--- src/rtl/fpu_wb_pkg.sv ---
// Shared types and constants for the Bfloat16 FPU writeback stage.
// Flag bit positions follow the {NV,DZ,OF,UF,NX} accrued-exception layout.
package fpu_wb_pkg;

   localparam int FLAG_NV = 4;
   localparam int FLAG_DZ = 3;
   localparam int FLAG_OF = 2;
   localparam int FLAG_UF = 1;
   localparam int FLAG_NX = 0;

   localparam int WB_XLEN = 32;

   typedef logic [4:0] flags_t;

   typedef struct packed {
      logic [4:0]         addr;
      logic [WB_XLEN-1:0] data;
   } gpr_entry_t;

endpackage

--- src/rtl/fpu_writeback_if.sv ---
// GPR write port shared with the integer pipe: valid/ready handshake.
// The writeback stage is the master; the GPR arbiter is the slave.
interface fpu_writeback_if #(
   parameter int XLEN = 32
);
   logic            gpr_wr_valid;
   logic            gpr_wr_ready;
   logic [4:0]      gpr_waddr;
   logic [XLEN-1:0] gpr_wdata;

   modport master (
      output gpr_wr_valid,
      output gpr_waddr,
      output gpr_wdata,
      input  gpr_wr_ready
   );

   modport slave (
      input  gpr_wr_valid,
      input  gpr_waddr,
      input  gpr_wdata,
      output gpr_wr_ready
   );
endinterface

--- src/rtl/fpu_wb_fifo.sv ---
// Synchronous first-word-fall-through FIFO for integer-destination results.
// Head reads as zero when empty; pointers carry one extra bit to tell full from empty.
module fpu_wb_fifo #(
   parameter int DEPTH = 4,
   parameter int WIDTH = 37
) (
   input  logic                       clk,
   input  logic                       rst,
   input  logic                       push,
   input  logic                       pop,
   input  logic [WIDTH-1:0]           din,
   output logic [WIDTH-1:0]           dout,
   output logic                       full,
   output logic                       empty,
   output logic [$clog2(DEPTH):0]     count
);
   localparam int AW = $clog2(DEPTH);

   logic [WIDTH-1:0] mem [DEPTH];
   logic [AW:0]      wr_ptr;
   logic [AW:0]      rd_ptr;
   logic             do_push;
   logic             do_pop;

   // A full FIFO still accepts a push when the head leaves in the same cycle.
   assign do_pop  = pop && !empty;
   assign do_push = push && (!full || do_pop);

   // NOTE: non-blocking assignments keep every register sampling pre-edge values.
   always_ff @(posedge clk) begin
      if (rst) begin
         wr_ptr <= '0;
         rd_ptr <= '0;
      end else begin
         if (do_push) wr_ptr <= wr_ptr + (AW+1)'(1);
         if (do_pop)  rd_ptr <= rd_ptr + (AW+1)'(1);
      end
   end

   // NOTE: storage is not reset; the pointers alone define which entries are live.
   always_ff @(posedge clk) begin
      if (do_push) mem[wr_ptr[AW-1:0]] <= din;
   end

   assign count = wr_ptr - rd_ptr;
   assign empty = (wr_ptr == rd_ptr);
   assign full  = (count == (AW+1)'(DEPTH));
   assign dout  = empty ? '0 : mem[rd_ptr[AW-1:0]];

endmodule

--- src/rtl/fpu_writeback.sv ---
// Commit stage of the Bfloat16 FPU: FP regfile write, buffered GPR write,
// sticky exception flags and issue back-pressure.
module fpu_writeback
   import fpu_wb_pkg::*;
#(
   parameter int GPR_FIFO_DEPTH = 4,
   parameter int FP_W           = 16,
   parameter int XLEN           = 32
) (
   input  logic              clk,
   input  logic              rst,
   input  logic              fpu_complete,
   input  logic [FP_W-1:0]   fpu_result_1,
   input  logic [4:0]        fpu_frd,
   input  logic              fpu_complete_rd,
   input  logic [XLEN-1:0]   fpu_result_rd,
   input  logic [4:0]        fpu_rd,
   input  flags_t            sflags,
   input  logic              IV_exception,
   output logic              frf_we,
   output logic [4:0]        frf_waddr,
   output logic [FP_W-1:0]   frf_wdata,
   fpu_writeback_if.master   gpr,
   output flags_t            fflags,
   input  logic              fflags_wr,
   input  flags_t            fflags_wdata,
   output logic              iv_seen,
   output logic              wb_overflow,
   output logic              fpu_stall,
   output logic              wb_idle
);
   localparam int CW = $clog2(GPR_FIFO_DEPTH) + 1;

   logic              fifo_push;
   logic              fifo_pop;
   logic              fifo_full;
   logic              fifo_empty;
   logic [CW-1:0]     fifo_count;
   logic [XLEN+4:0]   fifo_head;
   logic              any_complete;

   // Writes to x0 never occupy a FIFO slot.
   assign fifo_push    = fpu_complete_rd && (fpu_rd != 5'd0);
   assign fifo_pop     = gpr.gpr_wr_valid && gpr.gpr_wr_ready;
   assign any_complete = fpu_complete || fpu_complete_rd;

   fpu_wb_fifo #(
      .DEPTH (GPR_FIFO_DEPTH),
      .WIDTH (XLEN + 5)
   ) u_fifo (
      .clk   (clk),
      .rst   (rst),
      .push  (fifo_push),
      .pop   (fifo_pop),
      .din   ({fpu_rd, fpu_result_rd}),
      .dout  (fifo_head),
      .full  (fifo_full),
      .empty (fifo_empty),
      .count (fifo_count)
   );

   assign gpr.gpr_wr_valid              = !fifo_empty;
   assign {gpr.gpr_waddr, gpr.gpr_wdata} = fifo_head;

   always_ff @(posedge clk) begin
      if (rst) begin
         frf_we    <= 1'b0;
         frf_waddr <= '0;
         frf_wdata <= '0;
      end else begin
         frf_we <= fpu_complete;
         if (fpu_complete) begin
            frf_waddr <= fpu_frd;
            frf_wdata <= fpu_result_1;
         end
      end
   end

   // A CSR write and a hardware accrual in the same cycle both land.
   always_ff @(posedge clk) begin
      if (rst) begin
         fflags      <= '0;
         iv_seen     <= 1'b0;
         wb_overflow <= 1'b0;
      end else begin
         fflags <= (fflags_wr ? fflags_wdata : fflags) | (any_complete ? sflags : '0);
         if (any_complete && IV_exception)          iv_seen     <= 1'b1;
         if (fifo_push && fifo_full && !fifo_pop)    wb_overflow <= 1'b1;
      end
   end

   // Stalling one entry early leaves room for the op already in flight.
   assign fpu_stall = (fifo_count >= CW'(GPR_FIFO_DEPTH - 1));
   assign wb_idle   = fifo_empty && !frf_we;

endmodule

--- src/flat_wrapper.sv ---
// flat-port wrapper written by rule: the top's interface ports become plain ports
module fpu_writeback_flat import fpu_wb_pkg::*;
#(
   parameter int GPR_FIFO_DEPTH = 4,
   parameter int FP_W           = 16,
   parameter int XLEN           = 32
)
  (clk, rst, fpu_complete, fpu_result_1, fpu_frd, fpu_complete_rd, fpu_result_rd, fpu_rd, sflags, IV_exception, frf_we, frf_waddr, frf_wdata, fflags, fflags_wr, fflags_wdata, iv_seen, wb_overflow, fpu_stall, wb_idle, gpr_gpr_wr_valid, gpr_gpr_waddr, gpr_gpr_wdata, gpr_gpr_wr_ready);
  fpu_writeback_if #(.XLEN(XLEN)) gpr_i ();
  input  logic clk;
  input  logic rst;
  input  logic fpu_complete;
  input  logic [FP_W-1:0] fpu_result_1;
  input  logic [4:0] fpu_frd;
  input  logic fpu_complete_rd;
  input  logic [XLEN-1:0] fpu_result_rd;
  input  logic [4:0] fpu_rd;
  input  flags_t sflags;
  input  logic IV_exception;
  output logic frf_we;
  output logic [4:0] frf_waddr;
  output logic [FP_W-1:0] frf_wdata;
  output flags_t fflags;
  input  logic fflags_wr;
  input  flags_t fflags_wdata;
  output logic iv_seen;
  output logic wb_overflow;
  output logic fpu_stall;
  output logic wb_idle;
  output wire logic [$bits(gpr_i.gpr_wr_valid)-1:0] gpr_gpr_wr_valid;
  output wire logic [$bits(gpr_i.gpr_waddr)-1:0] gpr_gpr_waddr;
  output wire logic [$bits(gpr_i.gpr_wdata)-1:0] gpr_gpr_wdata;
  input wire logic [$bits(gpr_i.gpr_wr_ready)-1:0] gpr_gpr_wr_ready;
  assign gpr_gpr_wr_valid = gpr_i.gpr_wr_valid;
  assign gpr_gpr_waddr = gpr_i.gpr_waddr;
  assign gpr_gpr_wdata = gpr_i.gpr_wdata;
  assign gpr_i.gpr_wr_ready = gpr_gpr_wr_ready;
  fpu_writeback #(.GPR_FIFO_DEPTH(GPR_FIFO_DEPTH), .FP_W(FP_W), .XLEN(XLEN)) u_core (.clk(clk), .rst(rst), .fpu_complete(fpu_complete), .fpu_result_1(fpu_result_1), .fpu_frd(fpu_frd), .fpu_complete_rd(fpu_complete_rd), .fpu_result_rd(fpu_result_rd), .fpu_rd(fpu_rd), .sflags(sflags), .IV_exception(IV_exception), .frf_we(frf_we), .frf_waddr(frf_waddr), .frf_wdata(frf_wdata), .gpr(gpr_i), .fflags(fflags), .fflags_wr(fflags_wr), .fflags_wdata(fflags_wdata), .iv_seen(iv_seen), .wb_overflow(wb_overflow), .fpu_stall(fpu_stall), .wb_idle(wb_idle));
endmodule
--- config.mk ---
export PLATFORM = sky130hd
export DESIGN_NAME = fpu_writeback_flat
export DESIGN_NICKNAME = d
export VERILOG_FILES = /design/src/rtl/fpu_wb_pkg.sv /design/src/rtl/fpu_writeback_if.sv /design/src/rtl/fpu_wb_fifo.sv /design/src/rtl/fpu_writeback.sv /design/src/flat_wrapper.sv
export SDC_FILE = /design/constraint.sdc
export NUM_CORES = 1
export LEC_CHECK = 0
export CORE_MARGIN = 10
export CORE_UTILIZATION = 55
export CTS_CLUSTER_DIAMETER = 80
export DETAILED_ROUTE_END_ITERATION = 6
export GPL_ROUTABILITY_DRIVEN = 0
export HOLD_SLACK_MARGIN = 0.05
export PLACE_DENSITY = 0.84
export SLEW_MARGIN = 40
export SYNTH_ARGS = -nofsm -noshare
export SYNTH_HDL_FRONTEND = slang
export SYNTH_SLANG_ARGS = --single-unit
--- constraint.sdc ---
create_clock -name clk -period 9.1 [get_ports clk]
set_clock_uncertainty 0.1 [all_clocks]
set_input_delay 2.275 -clock clk [delete_from_list [all_inputs] [get_ports clk]]
set_output_delay 2.275 -clock clk [all_outputs]
set_load 0.01 [all_outputs]
# Word-level counts from Yosys, hierarchy flattened
# Memory sizes are Yosys's and may differ from the RTL's. A register that Yosys moved wholly into a read port is not among the register bits.
# Index checks and enable logic that the tools add are counted.
dict set report word_totals {
  mem_bits_rw 148
  wordCells 38
  out_inout_bits 69
  ff_bits 35
  latch_bits 0
  romBits 0
  memories 1
  inputBits 75
}
dict set report op_classes {
  eq_ne 2
  add_sub_neg 3
  n_reduce_logical 15
  shifts 0
  n_lt_le_gt_ge 1
  mux 7
  div_mod_pow 0
  multipliers 0
  bitwise 1
}
# name depth word_bits read_ports rd_clocked_by_memory_dff wr line
set memory_table {}
lappend memory_table {u_core.u_fifo.mem 4 37 1 1 1 fpu_wb_fifo.sv:19} ;# logic [WIDTH-1:0] mem [DEPTH];
# op count
set ops {}
lappend ops {{37-bit 2-to-1 mux} 1}
lappend ops {{5-bit 2-to-1 mux} 2}
lappend ops {{1-bit logical AND} 8}
lappend ops {{3-bit by 1-bit adder with 3-bit output (second input constant)} 2}
lappend ops {{5-bit OR} 1}
lappend ops {{5-bit nonzero test} 1}
lappend ops {{1-bit zero test} 4}
lappend ops {{2-bit 2-to-1 mux} 2}
lappend ops {{3-bit == test} 1}
lappend ops {{3-bit == test (second input constant)} 1}
lappend ops {{3-bit by 2-bit greater-or-equal comparator with 1-bit output (second input constant)} 1}
lappend ops {{3-bit subtractor} 1}
lappend ops {{1-bit logical OR} 2}
lappend ops {{1-bit 2-to-1 mux} 2}

# Longest topological paths before layout
# Gate-level depths: netlist of the first run.
dict set report logic_depth {
  word_depth 8
  mapped_depth 7
  mapped_depth_nobuf 7
}

# By module
# Synthesis of the first run repeated with hierarchy kept, for this count alone.
dict set report hier_totals {
  cells_unflattened 395
  area_unflattened_um2 7195.7
}
# module n_inst seq_area_each_um2 area_per_inst_um2 cells_each
set by_module_without_submodules {}
lappend by_module_without_submodules {fpu_wb_fifo 1 4604.4 6104.6 287}
lappend by_module_without_submodules {fpu_writeback 1 580.6 1091.0 108}

# Worst setup path after synthesis of the first run
# No wires, ideal clock.
dict set report synth_timing {
  kind {input to register}
  from {input port fpu_rd[1]}
  to {register u_core.u_fifo.wr_ptr[2]}
  path_stages 4
  arrival_ps 4401
  slack_ps 4477
  t_required_ps 8878
  n_path_buf 0
  cell_sequence {or4_4 -> o21ai_4 -> a211oi_2 -> mux2_4}
}
dict set report synth_between {
  elab_chain_len 3
}
# element line
set synth_lines {}
lappend synth_lines {{from (decl)} flat_wrapper.sv:17} ;# input logic [4:0] fpu_rd;
lappend synth_lines {{5-bit nonzero test} fpu_writeback.sv:43} ;# assign fifo_push = fpu_complete_rd && (fpu_rd != 5'd0);
lappend synth_lines {{1-bit logical AND} fpu_writeback.sv:43}
lappend synth_lines {{1-bit logical AND} fpu_wb_fifo.sv:27} ;# assign do_push = push && (!full || do_pop);
lappend synth_lines {{to (signal assigned)} fpu_wb_fifo.sv:35} ;# if (do_push) wr_ptr <= wr_ptr + (AW+1)'(1);
lappend synth_lines {{to (decl)} fpu_wb_fifo.sv:20} ;# logic [AW:0] wr_ptr;
# Every way passes these cells.
# A chain may end at the register's enable or synchronous reset.

==> key figures, run 1 <==
Drt
  – DRC: 0
  – 1st-iter DRT viols: about 230
  – Final wirelength: between 15,000 and 20,000 um
  – Via density: 5.44
  – Routed Antenna Nets: 0
  – Via count: around 3,900
  – DR pass1 iterations: 5
  – Routed WL per cell: between 20 and 25 um

Synth
  – Net count of the mapped netlist: about 470
  – Register area share after synthesis: 0.721
  – Post-synth top area share: 0.618
  – Netlist Area Pre-Place: around 7000 sq um
  – Top cell type by total area after synthesis: edfxtp_1
  – Top cells by area, synth: edfxtp_1 (62%), mux4_2 (12%), dfxtp_1 (10%), mux2i_1 (3.9%), and2b_1 (2.1%)
  – Fraction of registers with async set/reset: 0
  – Syn. warnings: 0
  – Post-synth cell types: 33
  – Post-synth EDFFs: 148
  – Synth Flop Type: edfxtp_1
  – Syn avg cell area: roughly 18 sq um
  – Mapped Cells: 390
  – Seq cells post-synth: 185

Clock network
  – CTS Hold Bufs: 0
  – Clk buf depth: 2
  – CTS buffer count: 17
  – CTS tree: done
  – H-Tree Depth: 4
  – Skew-Pair Late Insertion Delay: 0.42 ns
  – CTS Root Buffer Type: clkbuf_16
  – CTS resizes: 0
  – Reg clk slew, reported paths: ~0.06 ns
  – Post-CTS setup buffers: 0
  – Clock tree sinks: around 190

Worst setup path
  – Cell chain of the critical path: buf_4, mux4_2, and2b_1, clkdlybuf4s50_1
  – Worst R2R Start: u_core.u_fifo.wr_ptr[0]
  – Crit Path Category: flop to output pin
  – Worst endpoint data arrival time: about 2.9 ns
  – Setup crit start kind: flop
  – R2R Setup Slk: approximately 6 ns
  – Worst Path Max Fanout: 23
  – Family with the most delay on the worst path: buffers and inverters
  – Crit-path slowest cell: dfxtp_2
  – FF-to-FF End: u_core.u_fifo.wr_ptr[2]
  – Largest stage delay, worst path: 0.67 ns
  – Buf/Inv on CP: 2
  – Critical Path Sink Type: output pin
  – WP data required: between 6 and 7 ns
  – Reg2reg path depth: 8

Floorplan
  – # IOs: approximately 140
  – Die X: 134 um
  – Die height: approximately 130 um
  – Die area: between 15,000 and 20,000 sq um
  – # rows: a little over 40
  – Core Box Area: 12,700 sq um
  – Starting Density: 0.565

Timing
  – Slew headroom: 0.586
  – Final hold violation count: 0
  – Worst setup margin: roughly 3.9 ns
  – RSZ-0062 raised after global routing: false
  – Tightest Pin Transition: 0.621 ns
  – Slew Limit Fails: 0
  – Total negative slack: 0 ns
  – Fmax: approximately 0.19 GHz
  – Final setup vio count: 0
  – Fin crit period: approximately 5.2 ns
  – Share of the clock period used by the worst path: 0.576
  – WHS: between 0.3 and 0.4 ns

Final layout
  – Fin area: 9430 sq um
  – ANT cells: 0
  – Area Growth Syn to Fin: 31.2%
  – Layout cell share with drive strength beyond 1: 0.153
  – Fin nets: a little over 600

Placed design
  – # port buffers: ~140
  – Pre-CTS setup slack: approximately 4.2 ns
  – Placed cell area: between 8000 and 9000 sq um
  – Hpwl dp: about 10,000 um

Power
  – PwrDens: around 290 nW/um^2
  – Leak: 3.30 nW
  – Peak VDD IR: approximately 0.14 mV
  – Power Total: ~0.0027 W

GRT
  – Tot GR Track Use: 0.175
  – Vias in the first global route: about 4,400
  – Grt ovf: 0
  – Antenna violations before repair: 1
  – Largest net degree at the start of global routing: 40
  – Global-route wire length before repair: around 24,000 um

Hold path
  – Hold Startpoint: u_core.wb_overflow
  – Hold WC Path Type: flop to flop
  – WHS Path Cells: 2
  – Hold-critical path endpoint: u_core.wb_overflow

Run status
  – Status: complete, no violations

Run
  – Max-cap violations: 0
per-stage QoR:
stage | instances | utilization
6_report | 720 | 0.741
5_1_grt | 720 | 0.741
4_1_cts | 720 | 0.741
3_5_place_dp | 688 | 0.691
3_3_place_gp | 687 | 0.690
2_1_floorplan | 390 | -
cell type report:
type / count / area (sq um)
inverter: 5 / 18.8
fill: 807 / 3290
clock inverter: 8 / 168
tap: 172 / 215
sequential: 185 / 5190
timing repair buffer: 147 / 1460
clock buffer: 24 / 472
multi-input combinational: 179 / 1900
routing by layer:
metal  global-route usage  vias to the layer above  wire [um]
li1                     -                     1769          -
met5                    0                        -         13
met3               0.0978                       20       1720
met1                0.198                     1965       5800
met4               0.0586                        2        242
met2                0.276                      164       7510
cells in the final DEF (no fill, tap or decap), types with 3 or more instances in the layout:
| cell type | count |
|---|---|
| and2b_1 | 20 |
| mux4_2 | 37 |
| and2_4 | 3 |
| clkbuf_1 | 5 |
| nor2b_1 | 18 |
| mux2i_1 | 28 |
| a21oi_1 | 6 |
| bufinv_16 | 5 |
| dfxtp_1 | 35 |
| edfxtp_1 | 148 |
| nor2_1 | 31 |
| inv_1 | 5 |
| ha_1 | 7 |
| nand2_1 | 7 |
| buf_4 | 3 |
| xor2_1 | 3 |
| clkbuf_16 | 17 |
| clkdlybuf4s50_1 | 142 |
sequential cells by signal, summed over array words and instances (netlist names), named ones only:
register              flops
u_core.frf_we             1
u_core.u_fifo.rd_ptr      3
u_core.u_fifo.mem       148
u_core.frf_wdata         16
u_core.iv_seen            1
u_core.wb_overflow        1
u_core.u_fifo.wr_ptr      3
u_core.frf_waddr          5
u_core.fflags             5
power by group:
part,total [W],leakage [nW],internal (W),switching (W)
sequential,0.00107,1.66,0.00102,0.0000563
combinational,0.000843,1.33,0.000475,0.000368
clock,0.000796,0.310,0.000502,0.000294
total,0.00271,3.30,0.00199,0.000719
Yosys cell counts (3+ instances only):
master and count:
a21oi_1 6, and2_1 3, and2b_1 20, buf_2 4
buf_4 3, clkbuf_1 13, dfxtp_1 37, edfxtp_1 148
ha_1 7, inv_1 5, mux2i_1 28, mux4_2 37
nand2_1 7, nor2_1 32, nor2b_1 18, xor2_1 3
worst max path at each step:
stage	start	endpoint	slack [ns]	depth (start not counted)
after floorplan	fpu_rd[1]	u_core.u_fifo.wr_ptr[2]	4.48	4
after global placement	flop	gpr_gpr_wdata[26]	4.25	4
after detailed placement	flop	gpr_gpr_wdata[24]	4.24	4
after CTS	flop	gpr_gpr_wdata[24]	3.73	4
after global routing	flop	gpr_gpr_wdata[24]	3.64	4
final	flop	gpr_gpr_wdata[24]	3.86	4
tightest hold or removal path, delay by kind of cell (launching register included):
kind            cells  cell delay [ns]
flops               1             0.33
compound gates      1             0.05
simple gates        1             0.07
logic make-up (layout without fill, tap and decap cells):
group | count (synthesis) | count (layout) | share of synthesized area
DFF | 185 | 185 | 0.721
and+or+nand+nor | 86 | 86 | 0.0665
muxes | 67 | 67 | 0.159
buffers and inverters | 26 | 184 | 0.0172
AOI/OAI and AO/OA | 14 | 14 | 0.0143
adders and majority gates | 8 | 8 | 0.0150
xor gates and xnor gates | 4 | 4 | 0.00679
No activity file was read; power rests on OpenSTA's default activity.
==> run 2, diff against run 1 <==
--- a/config.mk
+++ b/config.mk
@@ -6,12 +6,12 @@
 export NUM_CORES = 1
 export LEC_CHECK = 0
 export CORE_MARGIN = 10
-export CORE_UTILIZATION = 55
+export CORE_UTILIZATION = 46
 export CTS_CLUSTER_DIAMETER = 80
 export DETAILED_ROUTE_END_ITERATION = 6
 export GPL_ROUTABILITY_DRIVEN = 0
 export HOLD_SLACK_MARGIN = 0.05
-export PLACE_DENSITY = 0.84
+export PLACE_DENSITY = 0.75
 export SLEW_MARGIN = 40
 export SYNTH_ARGS = -nofsm -noshare
 export SYNTH_HDL_FRONTEND = slang
==> constraint.sdc (replaced) <==
create_clock -name clk -period 4.8 [get_ports clk]
set_clock_uncertainty 0.1 [all_clocks]
set_input_delay 1.2 -clock clk [delete_from_list [all_inputs] [get_ports clk]]
set_output_delay 1.2 -clock clk [all_outputs]
set_load 0.01 [all_outputs]
==> run 2 against run 1 <==
Effect of this change:
- worst hold slack gained 0.0037 ns
- final cell count up 5.8%
- wire length shrank 1.4%
- power is 85% higher
- non-clock buffer count is 3 higher
- sequential share of layout area shrank 0.13 points
- sequential power rose by 87%
- critical path type unchanged
- largest cell class unchanged
- largest power group unchanged
==> key figures, run 2 (synthesis gave the netlist of run 1 again) <==
Timing
  – Total negative slack: 0 ns
  – Slew headroom: 0.593
  – Slew Limit Fails: 0
  – Share of the clock period used by the worst path: 0.861
  – Final setup vio count: 0
  – Fmax: 0.242 GHz
  – Final hold violation count: 0
  – RSZ-0062 raised after global routing: false
  – Fin crit period: just over 4 ns
  – Tightest Pin Transition: 0.611 ns

Floorplan
  – Die X: approximately 150 um
  – # IOs: 144
  – Die area: 21,000 sq um
  – Die height: ~150 um
  – Core Box Area: between 15,000 and 20,000 sq um
  – # rows: 45
  – Starting Density: 0.471

Clock network
  – CTS buffer count: 17
  – Clk buf depth: 2
  – CTS resizes: 0
  – CTS Hold Bufs: 0
  – H-Tree Depth: 4
  – CTS tree: done
  – Clock tree sinks: between 150 and 200
  – Post-CTS setup buffers: 0
  – Skew-Pair Late Insertion Delay: 0.42 ns
  – CTS Root Buffer Type: clkbuf_16
  – Reg clk slew, reported paths: roughly 0.06 ns

Drt
  – Final wirelength: 15,100 um
  – Via count: about 3,800
  – 1st-iter DRT viols: approximately 160
  – DRC: 0
  – Routed Antenna Nets: 0
  – DR pass1 iterations: 4
  – Via density: ~5
  – Routed WL per cell: approximately 20 um

Final layout
  – Most common cell after layout, fill and taps aside: edfxtp_1
  – Area Growth Syn to Fin: 31.5%
  – ANT cells: 0
  – Footprint of the multi-input gates: about 1900 sq um
  – Max FFs per register: about 150
  – Reg area: 5190 sq um
  – Fin nets: between 600 and 700
  – Final core utilization: 0.620
  – Most frequent cells in the layout: edfxtp_1 (148), clkdlybuf4s50_1 (142), mux4_2 (37)
  – Layout cell share with drive strength beyond 1: 0.162
  – Fillcell total: 1,104

Worst setup path
  – Worst Path Max Fanout: 21
  – Critical Path Sink Type: output pin
  – Setup crit start kind: flop
  – Crit Path Category: flop to output pin
  – WP data required: ~3.5 ns
  – Worst endpoint data arrival time: 2.83 ns

Hold path
  – Hold WC Path Type: flop to flop

GRT
  – Global-route wire length before repair: about 24,000 um
  – Vias in the first global route: between 4,000 and 5,000
  – Antenna violations before repair: 0
  – Largest net degree at the start of global routing: 38
  – Tot GR Track Use: 0.145
  – Grt ovf: 0

Run
  – Max-cap violations: 0

Power
  – PwrDens: between 500 and 600 nW/um^2
  – Peak VDD IR: between 0.3 and 0.4 mV
  – Leak: between 3 and 4 nW
  – Power Total: between 0.005 and 0.006 W

Placed design
  – Hpwl dp: around 9800 um
  – # port buffers: ~140

Run status
  – Status: complete, no violations
## run 2: cell types whose count changed in the layout (fill, tap and decap cells not counted), sizes merged
| cell | before | now |
|---|---|---|
| buf | 5 | 8 |
| inv | 5 | 6 |
| bufinv | 5 | 3 |
| clkbuf | 24 | 19 |
| clkinv | 3 | 6 |
| clkinvlp | 0 | 3 |
## run 2: report_power, final
| group | switching (W) | leakage [nW] | internal (W) |
|---|---|---|---|
| clock | 0.000567 | 0.278 | 0.000815 |
| combinational | 0.000730 | 1.34 | 0.000906 |
| sequential | 0.0000720 | 1.66 | 0.00192 |
| total | 0.00137 | 3.28 | 0.00365 |
## run 2: final timing paths
check	startpoint	endpoint	slack, ns	depth (start not counted)
worst max-delay path	u_core.u_fifo.wr_ptr[0]	gpr_gpr_wdata[23]	0.67	7
worst min-delay path	u_core.iv_seen	u_core.iv_seen	0.39	2
worst max register to register	u_core.u_fifo.wr_ptr[0]	u_core.u_fifo.mem[0][9]	2.00	7
worst min register to register	u_core.iv_seen	u_core.iv_seen	0.39	2
## run 2: worst max-delay path, cell delays in order (launching register included)
cell,delay (ns)
dfxtp_1,0.38
inv_1,0.11
ha_1,0.32
nand2_1,0.13
nor2_4,0.48
buf_4,0.30
and2b_1,0.19
clkdlybuf4s50_1,0.49
## run 2: layer usage
layer | wire length (um) | track usage | vias up
met5 | 0 | 0 | -
met4 | 166 | 0.0455 | 0
met3 | 1430 | 0.0723 | 14
met2 | 7230 | 0.229 | 132
met1 | 6250 | 0.169 | 1889
li1 | - | - | 1773
## run 2: layout make-up
cell class | count | area share
clock inverters | 13 | 0.0161
clock buffers | 19 | 0.0458
flip-flops and latches | 185 | 0.549
inverters | 5 | 0.00199
well taps | 211 | 0.0279
repair buffers | 150 | 0.158
multi-input cells | 179 | 0.201
## run 2: metrics by stage
stage / instances / instance area (sq um) / hold WS (ns) / setup WS (ns)
2_1_floorplan: 390 / 7190 / 0.396 / 1.24
3_3_place_gp: 728 / 8840 / 0.358 / 1.12
3_5_place_dp: 728 / 8840 / 0.376 / 1.07
4_1_cts: 760 / 9430 / 0.391 / 0.612
5_1_grt: 762 / 9450 / 0.420 / 0.461
6_report: 762 / 9450 / 0.386 / 0.668
==> run 3, diff against run 2 <==
--- a/config.mk
+++ b/config.mk
@@ -12,6 +12,7 @@
 export GPL_ROUTABILITY_DRIVEN = 0
 export HOLD_SLACK_MARGIN = 0.05
 export PLACE_DENSITY = 0.75
+export SETUP_SLACK_MARGIN = 0.1
 export SLEW_MARGIN = 40
 export SYNTH_ARGS = -nofsm -noshare
 export SYNTH_HDL_FRONTEND = slang
==> results of run 3 <==
Final layout, timing and power as in run 2 (identical DEF).
